`config.mk`:
```
export PLATFORM = sky130hd
export DESIGN_NAME = parity_rx
export DESIGN_NICKNAME = d
export VERILOG_FILES = /design/src/rtl/parity_rx.sv
export SDC_FILE = /design/constraint.sdc
export NUM_CORES = 1
export LEC_CHECK = 0
export BUFFER_PORTS_ARGS = -buffer_cell sky130_fd_sc_hd__buf_2
export CAP_MARGIN = 20
export CELL_PAD_IN_SITES_DETAIL_PLACEMENT = 1
export CELL_PAD_IN_SITES_GLOBAL_PLACEMENT = 1
export CORE_MARGIN = 4
export CORE_UTILIZATION = 48
export DETAILED_ROUTE_END_ITERATION = 8
export PLACE_DENSITY_LB_ADDON = 0.1
export SLEW_MARGIN = 20
export SYNTH_ARGS = -nofsm -noshare
export SYNTH_HDL_FRONTEND = slang
export SYNTH_SLANG_ARGS = --single-unit
```
`constraint.sdc`:
```
create_clock -name clk -period 3.5 [get_ports clk]
set_input_delay 0.175 -clock clk [delete_from_list [all_inputs] [get_ports clk]]
set_output_delay 0.175 -clock clk [all_outputs]
set_load 0.005 [all_outputs]
```
`src/rtl/parity_rx.sv`:
```
// Serial receiver for 4-bit even-parity frames: start, d0..d3 (LSB first), parity, stop.
// Decodes the nibble, flags parity and stop-bit errors, and keeps a saturating error count.
module parity_rx #(
    parameter int CLKS_PER_BIT = 16
) (
    input  logic       clk,
    input  logic       rst_n,
    input  logic       rxd,
    output logic [3:0] data,
    output logic       dataValid,
    output logic       parityErr,
    output logic       frameErr,
    output logic [7:0] errCount,
    output logic       ledR,
    output logic       ledG,
    output logic       ledB
);
    localparam int TW = $clog2(CLKS_PER_BIT);
    localparam logic [TW-1:0] HALF_M1 = TW'(CLKS_PER_BIT/2 - 1);
    localparam logic [TW-1:0] FULL_M1 = TW'(CLKS_PER_BIT - 1);

    typedef enum logic [2:0] {IDLE, START, DATA, PARITY, STOP, BREAK} state_t;

    state_t        state;
    logic [TW-1:0] timer;
    logic [1:0]    bitIdx;
    logic [3:0]    shreg;
    logic          par;
    logic          rxMeta, rxs;
    logic          gotFrame;
    logic          newPerr, newFerr;

    // Line is idle high, so the synchronizer resets to 1 to avoid a false start.
    always_ff @(posedge clk or negedge rst_n) begin
        if (!rst_n) begin
            rxMeta <= 1'b1;
            rxs    <= 1'b1;
        end else begin
            rxMeta <= rxd;
            rxs    <= rxMeta;
        end
    end

    assign newPerr = ^{shreg, par};
    assign newFerr = ~rxs;

    always_ff @(posedge clk or negedge rst_n) begin
        if (!rst_n) begin
            state     <= IDLE;
            timer     <= '0;
            bitIdx    <= '0;
            shreg     <= '0;
            par       <= 1'b0;
            data      <= '0;
            dataValid <= 1'b0;
            parityErr <= 1'b0;
            frameErr  <= 1'b0;
            errCount  <= '0;
            gotFrame  <= 1'b0;
        end else begin
            dataValid <= 1'b0;
            case (state)
                IDLE: begin
                    if (!rxs) begin
                        state <= START;
                        timer <= '0;
                    end
                end
                START: begin
                    if (timer == HALF_M1) begin
                        timer  <= '0;
                        bitIdx <= '0;
                        state  <= rxs ? IDLE : DATA;
                    end else begin
                        timer <= timer + 1'b1;
                    end
                end
                DATA: begin
                    if (timer == FULL_M1) begin
                        timer  <= '0;
                        shreg  <= {rxs, shreg[3:1]};
                        bitIdx <= bitIdx + 1'b1;
                        if (bitIdx == 2'd3) state <= PARITY;
                    end else begin
                        timer <= timer + 1'b1;
                    end
                end
                PARITY: begin
                    if (timer == FULL_M1) begin
                        timer <= '0;
                        par   <= rxs;
                        state <= STOP;
                    end else begin
                        timer <= timer + 1'b1;
                    end
                end
                STOP: begin
                    if (timer == FULL_M1) begin
                        timer     <= '0;
                        data      <= shreg;
                        parityErr <= newPerr;
                        frameErr  <= newFerr;
                        dataValid <= 1'b1;
                        gotFrame  <= 1'b1;
                        if ((newPerr || newFerr) && errCount != 8'hFF)
                            errCount <= errCount + 8'd1;
                        // A low stop bit means the line may be held in break; wait for it to recover.
                        state <= newFerr ? BREAK : IDLE;
                    end else begin
                        timer <= timer + 1'b1;
                    end
                end
                BREAK: begin
                    if (rxs) state <= IDLE;
                end
                default: state <= IDLE;
            endcase
        end
    end

    assign ledR = parityErr | frameErr;
    assign ledG = ~(parityErr | frameErr) & gotFrame;
    assign ledB = ^data;
endmodule

```
* Word-level counts from Yosys, hierarchy flattened
Cells that the tools add are included.
** Operators by class
- Add/subtract/negate cells :: 3
- Bitwise logic cells :: 4
- Equal/unequal tests :: 16
- Mux-type cells :: 19
- Reduce and logical (&&, ||, !) cells :: 15
** Operators with widths (count)
- $mux W3 :: 8
- $pmux W3 S6 :: 1
- $ne A2 B2 Y1 const B :: 7
- $mux W4 :: 3
- $pmux W4 S3 :: 1
- $add A8 B1 Y8 const B :: 1
- $ne A8 B8 Y1 const B :: 1
- $reduce_and A2 Y1 :: 4
- $reduce_and A7 Y1 :: 1
- $eq A3 B2 Y1 const B :: 2
- $eq A3 B3 Y1 const B :: 2
- $mux W2 :: 3
- $reduce_and A3 Y1 :: 2
- $reduce_xor A5 Y1 :: 1
- $add A4 B1 Y4 const B :: 1
- $eq A4 B3 Y1 const B :: 1
- $eq A4 B4 Y1 const B :: 1
- $pmux W2 S2 :: 1
- $reduce_xor A4 Y1 :: 1
- $eq A3 B1 Y1 const B :: 1
- $logic_not A3 Y1 :: 1
- $reduce_bool A3 Y1 :: 1
- $reduce_or A3 Y1 :: 1
- $add A2 B1 Y2 const B :: 1
- 8 further kinds :: 10
** Word-level totals
- Output and inout bits :: 18
- Word-level logic and storage cells :: 70
- Input bits :: 3
- Bits in registers :: 32

* Longest topological paths before layout
Gate-level depths: netlist of the first run.
- Depth in word-level cells :: 4
- Mapped depth :: 6
- Gate-level depth less buffers :: 6

* Worst setup path after synthesis of the first run
No wires, ideal clock.
- Path type :: register to register
- Start :: reg timer[0]
- End :: reg errCount[1]
- Arrival time :: 1.691 ns
- Setup time :: 0.125 ns
- Buffers on the path :: 0
- Clock period less this slack :: 1.816 ns
- Stages on the path, launching flop included :: 6
- Slack :: 1.684 ns
- Data required time :: 3.375 ns
- Cells stage by stage :: dfrtp_1 ha_1 nand2_2 nor4_4 o221ai_4 mux2_2
** Between the ends
- Longest elaborated chain between the ends :: 2
** Ends and longest elaborated chain
- start, declared :: line 25 : logic [TW-1:0] timer;
- start signal, assigned :: line 75 : timer <= timer + 1'b1;
- start signal, assigned :: line 85 : timer <= timer + 1'b1;
- start signal, assigned :: line 94 : timer <= timer + 1'b1;
- $eq A4 B4 Y1 :: line 98 : if (timer == FULL_M1) begin
- $reduce_and A3 Y1 (no source line)
- end signal, assigned :: line 106 : errCount <= errCount + 8'd1;
- end, declared :: line 13 : output logic [7:0] errCount,
No other way between the ends.
A chain may end at the register's enable or synchronous reset.

* Worst setup path in the final report of the first run
- Start :: reg timer[0]
- End :: reg errCount[5]
The elaborated chain is that of the path after synthesis.

==> results of run 1 <==
## timing repair
| item | in CTS | in global routing |
|---|---|---|
| hold buffers | 2 | 0 |
| hold endpoints to repair | 31 | 0 |
| gates resized for setup | 0 | 0 |
## metal layers
layer  routed length (um)  global-route usage  part of all wire  vias to the layer above
met5                    0                   0                 0                        -
met2                 1570               0.305              0.52                       15
met3                   80              0.0422             0.027                        7
li1                     -                   -                 -                      484
met4                   53              0.0809             0.018                        0
met1                 1300               0.213              0.43                      497
## cells in the final DEF (no fill, tap or decap), drive strengths merged, types with 2 or more instances in the layout
cell type,instances
dfrtp,30
buf,20
mux2,13
xor2,8
clkbuf,8
nor2,7
o21ai,7
nand2,7
nand3,6
xnor2,5
a21oi,4
inv,4
nor3,4
a22o,3
ha,3
nand2b,2
or2,2
nor2b,2
dlygate4sd3,2
dfstp,2
## final timing paths
| check | startpoint | end | cells past startpoint |
|---|---|---|---|
| worst max register to register | timer[0] | errCount[5] | 6 |
| worst min-delay path | rxMeta | rxs | 0 |
| max in group asynchronous | rst_n | errCount[6] | 2 |
| worst min register to register | rxMeta | rxs | 0 |
| min in group asynchronous | rst_n | bitIdx[1] | 2 |
| worst max-delay path | timer[0] | errCount[5] | 6 |
## worst max-delay path: cells and delay by family, from the launching register on
kind / cells / cell delay [ps]
fa+ha+maj: 1 / 220
simple gates: 3 / 920
xor+xnor: 1 / 180
flops: 1 / 400
compound gates: 1 / 310
## sequential cells by signal, indices dropped and copies added (netlist names)
| name | flops |
|---|---|
| frameErr | 1 |
| timer | 4 |
| dataValid | 1 |
| state | 3 |
| errCount | 8 |
| gotFrame | 1 |
| par | 1 |
| parityErr | 1 |
| data | 4 |
| rxs | 1 |
| bitIdx | 2 |
| rxMeta | 1 |
| shreg | 4 |
## cell families (layout without fill, tap and decap cells)
logic type | Yosys count | count (layout) | share of synthesized area
and+or+nand+nor | 36 | 36 | 0.142
DFF | 32 | 32 | 0.535
AOI/OAI and AO/OA | 19 | 19 | 0.0974
xor gates and xnor gates | 14 | 14 | 0.0908
muxes | 13 | 13 | 0.0974
buffers and inverters | 5 | 34 | 0.0133
adders and majority gates | 3 | 3 | 0.0250
## power breakdown
| part | leakage [nW] | internal [mW] | switching (mW) | total, mW |
|---|---|---|---|---|
| combinational | 0.409 | 0.0938 | 0.116 | 0.210 |
| clock | 0.0326 | 0.0991 | 0.117 | 0.216 |
| sequential | 0.433 | 0.409 | 0.0589 | 0.467 |
## layout make-up
type,instances,area (sq um)
Fill cell,335,1300
Sequential cell,32,803
Multi-Input combinational cell,85,679
Timing Repair Buffer,22,120
Clock buffer,8,58.8
Tap cell,44,55.1
Inverter,4,15.0
## through the flow
stage	hold slack, ps	cells
6_report	361	195
5_1_grt	373	195
4_1_cts	362	195
3_5_place_dp	267	185
3_3_place_gp	257	185
2_1_floorplan	-121	122
==> key figures, run 1 <==
Status
  • Status: finished clean

Route
  • Drt total wl: 3010 um
  • Post-route antenna net violation count: 0
  • Via count: ~1000
  • Wire length per cell: 15.4 um
  • Post-route DRC: 0
  • Iteration-0 DRC Markers: 32
  • Via density per instance: 5.14
  • Pre-antenna DRT Iters: 3

STA
  • Final Max Slew Viols: 0
  • Final setup viols: 0
  • Max frequency: 0.470 GHz
  • Final cycle utilization of the critical path: 0.607
  • Slew HR: 0.470
  • Final worst slack: 1370 ps
  • Final hold viol count: 0
  • Clk_skew: 4.01 ps
  • Total negative slack: 0 ps
  • RSZ-0062 raised after global routing: no
  • Tmin final: 2130 ps
  • Least-Margin Pin Slew: 793 ps

Synthesis
  • #FFs+latches synth: 32
  • Area share of the largest cell type after synthesis: 0.500
  • Yosys cell types: 35
  • Top post-synthesis cells by count: dfrtp_1, mux2_2, xor2_1, nor2_1
  • Synthesis Warnings: 0
  • Syn nets: 128
  • Count leader, synth: dfrtp_1
  • Most used DFF post-synth: dfrtp_1
  • Top cells by area, synth: dfrtp_1, mux2_2, xor2_1
  • Average size of a mapped cell: ~12 sq um
  • Number of synthesized flops with an enable pin: 0
  • Async SR Flop Fraction: 1.00
  • Post-Synthesis Cells: between 100 and 150
  • Sequential element share of the synthesized area: 0.535
  • Area leader, netlist: dfrtp_1
  • Synth Cell Area: 0.00150 sq mm

Pwr
  • Max VDD drop: 0.353 mV
  • Tot Pwr: 893 uW
  • LEAKAGE: ~0.87 nW
  • P per Cell Area: 516 mW/mm^2

Setup path
  • Worst path max stage delay: 570 ps
  • Worst-path fanout max: 9
  • Slowest CP cell: nor4_4
  • Worst R2R Setup Slack: ~1400 ps
  • Worst path cell trace: ha_1 > nand2_2 > nor4_4 > o221ai_4 > nor3_2 > xor2_1
  • CP required: 3750 ps
  • CP endpoint kind: register
  • Worst Path Arrival: 2370 ps
  • Startpoint Class: register
  • Setup CP Type: register to register

Floorplanning
  • I/O Pins: 21
  • Core Region: about 0.003 sq mm
  • Height of the chip: 64.0 um
  • Initial core utilization: 0.496
  • FP Rows: 20
  • Die Footprint: just over 0.004 sq mm
  • Die W: 64.0 um

Placed design
  • Detailed Place HPWL: between 2000 and 2500 um
  • Dpl ws: 1350 ps
  • Placer Congestion: 0.752
  • IO buf count: 20
  • DP Area: 0.00165 sq mm

Global route
  • Global-route usage over all layers: 0.179
  • Largest net degree at the start of global routing: 33
  • First-pass GRT wire length: 5510 um
  • Initial antenna violation count: 0
  • Vias in the first global route: 1144
  • Gr ovfl total: 0

Clock network
  • Post CTS Setup Buffer Count: 0
  • Root buf cell: clkbuf_4
  • Worst-Skew Late Latency: 320 ps
  • Number of H-tree levels: 2
  • CTS tree: yes
  • TritonCTS buffer count: 5
  • Clk sinks: 32
  • Clock-pin slew on the worst setup and hold paths: 90 ps
  • Clock buffer depth: 2

Min path
  • Hold Crit Class: register to register

Finish
  • Layout Utilization: 0.572
  • N_diodes: 0
  • Fin area: 0.00173 sq mm
  • Nets: 156
  • Layout cells sized above 1: 0.331
  • Area grow syn2layout: 15.2%

Job
  • Max-capacitance violation count: 0
(Power assumes the default switching activity.)
==> run 2, diff against run 1 <==
- CORE_UTILIZATION: 48 -> 45
- clock period: 3.5 -> 2 ns (I/O delays scaled with it)
==> key figures, run 2 (synthesis gave the netlist of run 1 again) <==
Status
  • Status: finished clean

Pwr
  • Clock share of power: 0.293 (+0.052)
  • Gate power share: 0.218 (-0.017)
  • Int Power: 1.15 mW (+91%)
  • Net switching power: 517 uW (+77%)
  • LEAKAGE: 0.905 nW (+3.4%)
  • Flop pwr share: 0.488 (-0.035)
  • Tot Pwr: 1.67 mW (+87%)
  • P per Cell Area: 935 mW/mm^2 (+81%)
  • Switching share of power: 0.310 (-0.0164)
  • Max VDD drop: 0.657 mV (+86%)

Clock network
  • Clock-pin slew on the worst setup and hold paths: 110 ps (+20 ps)
  • Clk sinks: 32 (unchanged)
  • Worst-Skew Late Latency: 340 ps (+20 ps)
  • TritonCTS buffer count: 5 (unchanged)
  • CTS tree: yes
  • # resized after CTS: 0 (unchanged)
  • Clock buffer depth: 2 (unchanged)
  • Number of H-tree levels: 2 (unchanged)
  • Root buf cell: clkbuf_4

Min path
  • Hold Crit Class: input port to async pin

Setup path
  • Crit path buffers/inverters: 0 (unchanged)
  • Worst path max stage delay: 490 ps (-80 ps)
  • Setup CP Type: register to register
  • Startpoint Class: register
  • Reg2reg start: state[1]
  • R2r endpoint: par
  • Worst Path Arrival: 2060 ps (-310 ps)
  • Worst-path fanout max: 9 (unchanged)
  • R2R depth: 5 (-1)
  • Worst path cell trace: or3_1 > and2_1 > o21ai_2 > nand3_1 > mux2_1
  • Worst R2R Setup Slack: 170 ps (-1210 ps)
  • CP required: 2220 ps (-1530 ps)
  • CP endpoint kind: register
  • Slowest CP cell: dfrtp_1
  • Largest delay share family, worst path: simple AND/OR/NAND/NOR gates

STA
  • Final worst slack: 167 ps (-1210 ps)
  • Final setup viols: 0 (unchanged)
  • Final cycle utilization of the critical path: 0.917 (+0.309)
  • Max frequency: 0.546 GHz (+16%)
  • Final hold viol count: 0 (unchanged)
  • RSZ-0062 raised after global routing: no
  • Total negative slack: 0 ps (unchanged)
  • Tmin final: 1830 ps (-293 ps)
  • Least-Margin Pin Slew: 708 ps (-85.3 ps)
  • Slew HR: 0.528 (+0.0580)
  • Final Max Slew Viols: 0 (unchanged)
  • WHS: 339 ps (-21.5 ps)
  • Clk_skew: 11.6 ps (+7.61 ps)

Route
  • Wire length per cell: 14.2 um (-8.0%)
  • Post-route DRC: 0 (unchanged)
  • Drt total wl: 2820 um (-6.1%)
  • Iteration-0 DRC Markers: 30 (-6.3%)
  • Via density per instance: 5.06 (-1.6%)
  • Post-route antenna net violation count: 0 (unchanged)
  • Pre-antenna DRT Iters: 3 (unchanged)
  • Via count: 1007 (+0.40%)

Global route
  • Largest net degree at the start of global routing: 33 (unchanged)
  • Initial antenna violation count: 0 (unchanged)
  • Global-route usage over all layers: 0.157 (-0.0216)
  • Gr ovfl total: 0 (unchanged)
  • Vias in the first global route: 1036 (-9.4%)
  • First-pass GRT wire length: 5110 um (-7.3%)

Placed design
  • Detailed Place HPWL: 2090 um (-5.7%)
  • IO buf count: 20 (unchanged)
  • Placed insts: 189 (+2.2%)
  • Placer Congestion: 0.796 (+5.9%)
  • DP Area: 0.00168 sq mm (+1.8%)
  • Dpl ws: 145 ps (-1200 ps)

Finish
  • Top reg by flops: errCount
  • Layout cells sized above 1: 0.361 (+0.0302)
  • Nets: 160 (+2.6%)
  • Fin area: 0.00178 sq mm (+3.0%)
  • Fillers: 344 (+2.7%)
  • Finished Layout Cells: 199 (+2.1%)
  • Max FFs per register: 8 (unchanged)
  • Layout Utilization: 0.570 (-0.00190)
  • Most frequent cells in the layout: dfrtp_1, buf_2, mux2_2
  • Area grow syn2layout: 18.7%
  • N_diodes: 0 (unchanged)
  • Commonest non-fill, non-tap cell in the layout: dfrtp_1

Floorplanning
  • Die W: 65.8 um (+2.9%)
  • FP Rows: 20 (unchanged)
  • I/O Pins: 21 (unchanged)
  • Height of the chip: 65.8 um (+2.9%)
  • Core Region: 0.00313 sq mm (+3.3%)
  • Initial core utilization: 0.480 (-0.0159)
  • Die Footprint: 0.00433 sq mm (+5.8%)

Job
  • Max-capacitance violation count: 0 (unchanged)
==> run 2: cell count changes in the layout (fill, tap and decap cells not counted), sizes merged <==
cell / change
buf: +4
clkbuf: -3
clkinv: +1
clkinvlp: +1
bufinv: +1
==> run 2: worst max path at each step <==
stage | end | cells after the start | slack (ps) | from
floorplan | errCount[1] | 5 | 180 | timer[0]
global placement | par | 5 | 210 | state[1]
detailed placement | par | 5 | 150 | state[1]
CTS | par | 5 | 140 | state[1]
global route | par | 5 | 20 | state[1]
finish | par | 5 | 170 | state[1]
==> run 2: area by class of cell <==
class	instances	area, sq um	area share
clock buffer	5	37.5	0.0211
clock inverter	3	42.5	0.0239
inverter	4	15.0	0.00842
multi-input combinational	85	679	0.381
sequential	32	803	0.451
tap	44	55.1	0.0309
timing repair buffer	26	150	0.0842
==> run 2: worst reg2reg max path, cell delays in order (launching register included) <==
cell	delay, ps
dfrtp_1	490
or3_1	410
and2_1	210
o21ai_2	140
nand3_1	160
mux2_1	330
==> run 2: per-layer routing <==
| layer | routed length [um] | global-route usage | vias up |
|---|---|---|---|
| met5 | 0 | 0 | - |
| met4 | 21 | 0.0622 | 0 |
| met1 | 1270 | 0.205 | 490 |
| met3 | 119 | 0.0476 | 2 |
| met2 | 1410 | 0.244 | 21 |
| li1 | - | - | 494 |
==> run 2: power groups by stage <==
stage | Sequential (mW) | Combinational [mW] | Clock (mW)
final | 0.814 | 0.364 | 0.489
after CTS | 0.814 | 0.371 | 0.506
after floorplan | 0.784 | 0.306 | 0
after global routing | 0.831 | 0.419 | 0.545
after detailed placement | 0.827 | 0.366 | 0
after global placement | 0.820 | 0.354 | 0
==> run 2: what timing repair did <==
action / 4_1_cts / 5_1_grt
setup buffers: 0 / 0
hold buffers: 2 / 0
hold endpoints to repair: 31 / 0
